<file path="config.mk">
export PLATFORM = sky130hd
export DESIGN_NAME = mux_recirc_tx
export DESIGN_NICKNAME = d
export VERILOG_FILES = /design/src/rtl/mux_recirc_tx_pkg.sv /design/src/rtl/mux_recirc_tx_sync_rst.sv /design/src/rtl/mux_recirc_tx.sv
export SDC_FILE = /design/constraint.sdc
export NUM_CORES = 1
export LEC_CHECK = 0
export BUFFER_PORTS_ARGS = -buffer_cell sky130_fd_sc_hd__buf_2
export CAP_MARGIN = 20
export CORE_AREA = 10 10 71 73
export CTS_CLUSTER_DIAMETER = 40
export DETAILED_ROUTE_END_ITERATION = 16
export DIE_AREA = 0 0 81 83
export PLACE_DENSITY = 0.72
export SLEW_MARGIN = 20
export SYNTH_ARGS = -nofsm -noshare
export SYNTH_HDL_FRONTEND = slang
export SYNTH_HIERARCHICAL = 1
export SYNTH_SLANG_ARGS = --single-unit
</file>
<file path="constraint.sdc">
create_clock -name clk -period 1.5 [get_ports clk]
set_input_delay 0.3 -clock clk [delete_from_list [all_inputs] [get_ports clk]]
set_output_delay 0.3 -clock clk [all_outputs]
set_load 0.05 [all_outputs]
</file>
<file path="src/rtl/mux_recirc_tx_pkg.sv">
// Shared types for the recirculation-mux transmit side.
// Holds the handshake FSM encoding and the transfer counter width.
package mux_recirc_tx_pkg;

    typedef enum logic [1:0] {
        ST_IDLE   = 2'd0,
        ST_SETUP  = 2'd1,
        ST_REQ_HI = 2'd2,
        ST_ACK_LO = 2'd3
    } state_t;

    localparam int XFER_CNT_W  = 16;
    localparam int SETUP_CNT_W = 4;

endpackage

</file>
<file path="src/rtl/mux_recirc_tx_sync_rst.sv">
// Multi-flop synchronizer with asynchronous active-high reset.
// Output lags the input by STAGES clock edges.
module sync_rst #(
    parameter int STAGES = 2
) (
    input  logic clk,
    input  logic rst,
    input  logic d,
    output logic q
);

    logic [STAGES-1:0] sh_q;
    logic [STAGES-1:0] sh_d;

    always_comb begin
        sh_d = {sh_q[STAGES-2:0], d};
    end

    always_ff @(posedge clk or posedge rst) begin
        if (rst) begin
            sh_q <= '0;
        end else begin
            sh_q <= sh_d;
        end
    end

    assign q = sh_q[STAGES-1];

endmodule

</file>
<file path="src/rtl/mux_recirc_tx.sv">
// Source side of a 4-phase recirculation-mux CDC: holds tx_data stable, raises tx_req
// after SETUP_CYC cycles, and completes when the synchronized ack returns low.
module mux_recirc_tx
    import mux_recirc_tx_pkg::*;
#(
    parameter int WIDTH       = 8,
    parameter int SETUP_CYC   = 2,
    parameter int SYNC_STAGES = 2
) (
    input  logic                  clk,
    input  logic                  rst,
    input  logic                  src_valid,
    input  logic [WIDTH-1:0]      src_data,
    output logic                  src_ready,
    output logic [WIDTH-1:0]      tx_data,
    output logic                  tx_req,
    input  logic                  ack_in,
    output logic                  done,
    output logic                  err,
    output logic [XFER_CNT_W-1:0] xfer_cnt
);

    logic ack_s;

    sync_rst #(.STAGES(SYNC_STAGES)) u_ack_sync (
        .clk (clk),
        .rst (rst),
        .d   (ack_in),
        .q   (ack_s)
    );

    state_t                  state_q, state_d;
    logic [SETUP_CNT_W-1:0]  setup_cnt_q, setup_cnt_d;
    logic [WIDTH-1:0]        tx_data_q, tx_data_d;
    logic                    tx_req_q, tx_req_d;
    logic                    done_q, done_d;
    logic                    err_q, err_d;
    logic [XFER_CNT_W-1:0]   xfer_cnt_q, xfer_cnt_d;
    logic                    accept;

    // Ready is withheld during the done cycle so a new word never lands on the completion edge.
    assign src_ready = (state_q == ST_IDLE) && !done_q;
    assign accept    = src_valid && src_ready;

    always_comb begin
        state_d     = state_q;
        setup_cnt_d = setup_cnt_q;
        tx_data_d   = tx_data_q;
        tx_req_d    = tx_req_q;
        done_d      = 1'b0;
        err_d       = err_q;
        xfer_cnt_d  = xfer_cnt_q;
        case (state_q)
            ST_IDLE: begin
                if (ack_s) err_d = 1'b1;
                if (accept) begin
                    tx_data_d   = src_data;
                    setup_cnt_d = '0;
                    state_d     = ST_SETUP;
                end
            end
            ST_SETUP: begin
                if (ack_s) err_d = 1'b1;
                if (setup_cnt_q == SETUP_CNT_W'(SETUP_CYC - 1)) begin
                    tx_req_d = 1'b1;
                    state_d  = ST_REQ_HI;
                end else begin
                    setup_cnt_d = setup_cnt_q + 1'b1;
                end
            end
            ST_REQ_HI: begin
                if (ack_s) begin
                    tx_req_d = 1'b0;
                    state_d  = ST_ACK_LO;
                end
            end
            ST_ACK_LO: begin
                if (!ack_s) begin
                    done_d     = 1'b1;
                    xfer_cnt_d = xfer_cnt_q + 1'b1;
                    state_d    = ST_IDLE;
                end
            end
            default: state_d = ST_IDLE;
        endcase
    end

    always_ff @(posedge clk or posedge rst) begin
        if (rst) begin
            state_q     <= ST_IDLE;
            setup_cnt_q <= '0;
            tx_data_q   <= '0;
            tx_req_q    <= 1'b0;
            done_q      <= 1'b0;
            err_q       <= 1'b0;
            xfer_cnt_q  <= '0;
        end else begin
            state_q     <= state_d;
            setup_cnt_q <= setup_cnt_d;
            tx_data_q   <= tx_data_d;
            tx_req_q    <= tx_req_d;
            done_q      <= done_d;
            err_q       <= err_d;
            xfer_cnt_q  <= xfer_cnt_d;
        end
    end

    assign tx_data  = tx_data_q;
    assign tx_req   = tx_req_q;
    assign done     = done_q;
    assign err      = err_q;
    assign xfer_cnt = xfer_cnt_q;

endmodule

</file>
==> flow_metrics.env <==
export IMPL_total_power_mw=4.598
export IMPL_synthesis_yosys_warnings=6
export IMPL_synth_top_cells_by_count="sky130_fd_sc_hd__dfrtp_1, sky130_fd_sc_hd__inv_1, sky130_fd_sc_hd__mux2_2, sky130_fd_sc_hd__xnor2_1"
export IMPL_core_um2=3633
export IMPL_dieHeight_um=83
export IMPL_grt_setup_unrepaired="yes"
export IMPL_drt_total_wl_um=3981
export IMPL_power_frac_comb_pct=55.7
export IMPL_synthMostInstantiatedCell="sky130_fd_sc_hd__dfrtp_1"
export IMPL_syn_instance_count=134
export IMPL_gpl_congestion=0.7897
export IMPL_critical_path_class="flop to flop"
export IMPL_final_period_minus_worst_setup_slack_ns=1.765
export IMPL_critical_path_arrival_ns=1.93
export IMPL_cts_root_buffer_cell="sky130_fd_sc_hd__clkbuf_8"
export IMPL_fmax_mhz=566.5
export IMPL_dr_first_iter_drc_count=38
export IMPL_report_final_hold_viol_count=0
export IMPL_end_kind="flop"
export IMPL_power_clock_fraction_pct=13.7
export IMPL_netlist_area_um2=1654
export IMPL_vias=1309
export IMPL_top_ff_cell_synth="sky130_fd_sc_hd__dfrtp_1"
export IMPL_first_global_vias=1388
export IMPL_clk_pin_slew_ns=0.06
export IMPL_violations="negative setup slack"
export IMPL_worstMarginPinSlew_ns=0.4399
export IMPL_rrSetupSlack_ns=-0.27
export IMPL_post_layout_instance_count_excluding_filler_cells=254
export IMPL_detailedPlace_worstSlack_ns=-0.2496
export IMPL_clock_tree_from_tritoncts="yes"
export IMPL_synthDominantCellAreaShare_pct=52.95
export IMPL_netlist_cell_type_count=37
export IMPL_clock_insertion_delay_worst_skew_ns=0.28
export IMPL_drtPass1Iterations=4
export IMPL_status="complete, but fails checks"
export IMPL_cp_required_ns=1.67
export IMPL_post_synth_edffs=0
export IMPL_route_detailed_vias_per_inst=5.154
export IMPL_post_dp_cell_area_um2=2049
export IMPL_switching_share_pct=43.75
export IMPL_finish_net_count=224
export IMPL_total_leakage_power_nw=1.135
export IMPL_finalInstanceArea_um2=2312
export IMPL_asyncSetResetFlopFracSynth_pct=100.0
export IMPL_wire_length_of_the_first_global_routing_pass_um=6327
export IMPL_worst_clock_skew_ns=0.007384
export IMPL_cts_path_max_buffers=2
export IMPL_report_final_slew_viol_count=0
export IMPL_synth_largest_area_cell="sky130_fd_sc_hd__dfrtp_1"
export IMPL_number_of_standard_cell_rows_in_the_floorplan=22
export IMPL_dp_cells=235
export IMPL_grt_antenna_before_repair=0
export IMPL_cts_inserted_buffers=5
export IMPL_clock_h_tree_levels=2
export IMPL_placement_io_buffers=39
export IMPL_worst_hold_path_type="input port to flop"
export IMPL_total_global_routing_overflow=0
export IMPL_setup_viol=6
export IMPL_postSynthAreaPerCell_um2=12.34
export IMPL_normalized_max_slew_margin_pct=70.61
export IMPL_start_util_pct=45.52
export IMPL_final_layout_size_suffix_gt1_share_pct=56.31
export IMPL_final_min_period_over_clock_period_pct=117.7
export IMPL_yosys_register_bits=35
export IMPL_dpl_hpwl_um=2838
export IMPL_power_sequential_fraction_pct=30.6
export IMPL_synth_nets=153
export IMPL_critPathMaxFanout=2
export IMPL_detail_route_wl_per_cell_um=15.67
export IMPL_critical_path_reg2reg_startpoint="setup_cnt_q[1]"
export IMPL_setup_slack_ns=-0.2653
export IMPL_design_die_area_um2=6723
export IMPL_min_from="ack_in"
export IMPL_area_growth_synth_to_final_pct=39.79
export IMPL_antennaDiodeCount=0
export IMPL_sequential_fraction_of_the_synthesis_area_pct=52.95
export IMPL_drt_drc_violations_left=0
export IMPL_pwr_density_cell_nw_per_um2=1988
export IMPL_startpoint="setup_cnt_q[1]"
export IMPL_grt_start_max_net_pins=20
export IMPL_fill_cells=306
export IMPL_switchingPower_mw=2.011
export IMPL_cp_start_kind="flop"
export IMPL_cap_violations=0
export IMPL_tritoncts_num_sinks=35
export IMPL_vdd_ir_drop_max_uv=1253
export IMPL_fp_dieW_um=81
export IMPL_yosys_top_cells_area="sky130_fd_sc_hd__dfrtp_1, sky130_fd_sc_hd__mux2_2, sky130_fd_sc_hd__ha_1"
export IMPL_power_internal_mw=2.586
export IMPL_floorplan_io_pins=40
export IMPL_antenna_left=0
export IMPL_groute_usage_overall_pct=11.85
[worst max-delay path, cell delays in order, from the launching register on]
cell,delay [ns]
sky130_fd_sc_hd__dfrtp_1,0.41
sky130_fd_sc_hd__inv_2,0.09
sky130_fd_sc_hd__ha_4,0.13
sky130_fd_sc_hd__or3b_4,0.40
sky130_fd_sc_hd__a22oi_4,0.17
sky130_fd_sc_hd__o221ai_4,0.14
sky130_fd_sc_hd__mux2_4,0.31
[metrics by stage]
stage          setup TNS, ns  util (%)  hold WS [ns]
6_report             -0.6994     63.64        0.1314
5_1_grt               -1.136     63.64        0.1103
4_1_cts              -0.5719     61.60        0.1189
3_5_place_dp         -0.8310     56.41        0.1717
3_3_place_gp         -0.3074     56.41        0.1612
2_1_floorplan        -0.1779         -       0.04118
[cell usage in the layout (no fill, tap or decap), drive strengths merged, types with 7 or more instances in the layout]
master	instances
buf	65
clkbuf	8
dfrtp	35
ha	7
inv	10
mux2	10
nand3	7
xnor2	9
[area by class of cell]
cell class                 instances  area [um^2]  area share, %
multi-input combinational         87        824.5          35.66
sequential                        35        893.4          38.64
timing repair buffer              66        414.1          17.91
clock buffer                       8        80.08          3.463
tap                               48        60.06          2.597
inverter                          10        40.04          1.732
[power by group through the flow]
| stage | logic [mW] | clock network, mW | registers, mW |
|---|---|---|---|
| final | 2.56 | 0.632 | 1.40 |
| after global routing | 2.73 | 0.717 | 1.44 |
| after CTS | 2.35 | 0.669 | 1.40 |
| after detailed placement | 2.13 | 0 | 1.41 |
| after global placement | 2.08 | 0 | 1.39 |
| after floorplan | 0.912 | 0 | 2.05 |
[routing by layer]
layer	track usage, %	share of wire (%)	vias to the layer above
met2	18.37	49	48
met4	5.790	2.1	0
met3	6.250	11	9
li1	-	-	610
met5	0	0	-
met1	12.78	38	642
[path summary, 6_finish.rpt]
check | end | cells past startpoint
worst max-delay path | state_q[1] | 6
worst min-delay path | u_ack_sync/sh_q[0] | 1
worst max register to register | state_q[1] | 6
worst min register to register | u_ack_sync/sh_q[1] | 0
max in group asynchronous | xfer_cnt[0] | 4
min in group asynchronous | u_ack_sync/sh_q[0] | 3
[sequential cells by signal, indices dropped and copies added (netlist names)]
signal and cells:
u_ack_sync/sh_q 2, state_q 2, tx_data 8, err 1, done 1, xfer_cnt 16
setup_cnt_q 4, tx_req 1
[logic make-up (layout without fill, tap and decap cells)]
| family | Yosys count | in the layout | synth area share [%] |
|---|---|---|---|
| simple gates | 40 | 40 | 15.51 |
| buf+inv | 12 | 84 | 3.177 |
| compound gates | 15 | 15 | 8.094 |
| fa+ha+maj | 7 | 7 | 5.295 |
| xor+xnor | 15 | 15 | 7.943 |
| flops | 35 | 35 | 52.95 |
| mux | 10 | 10 | 7.035 |
[what timing repair did]
item                       4_1_cts  5_1_grt
hold buffers                     1        0
pin swaps                        5        7
setup endpoints to repair       10       14
hold endpoints to repair         2        0
buffers inserted                 7        3
gates resized for setup         13        9
Power figures use the tool's default switching activity.
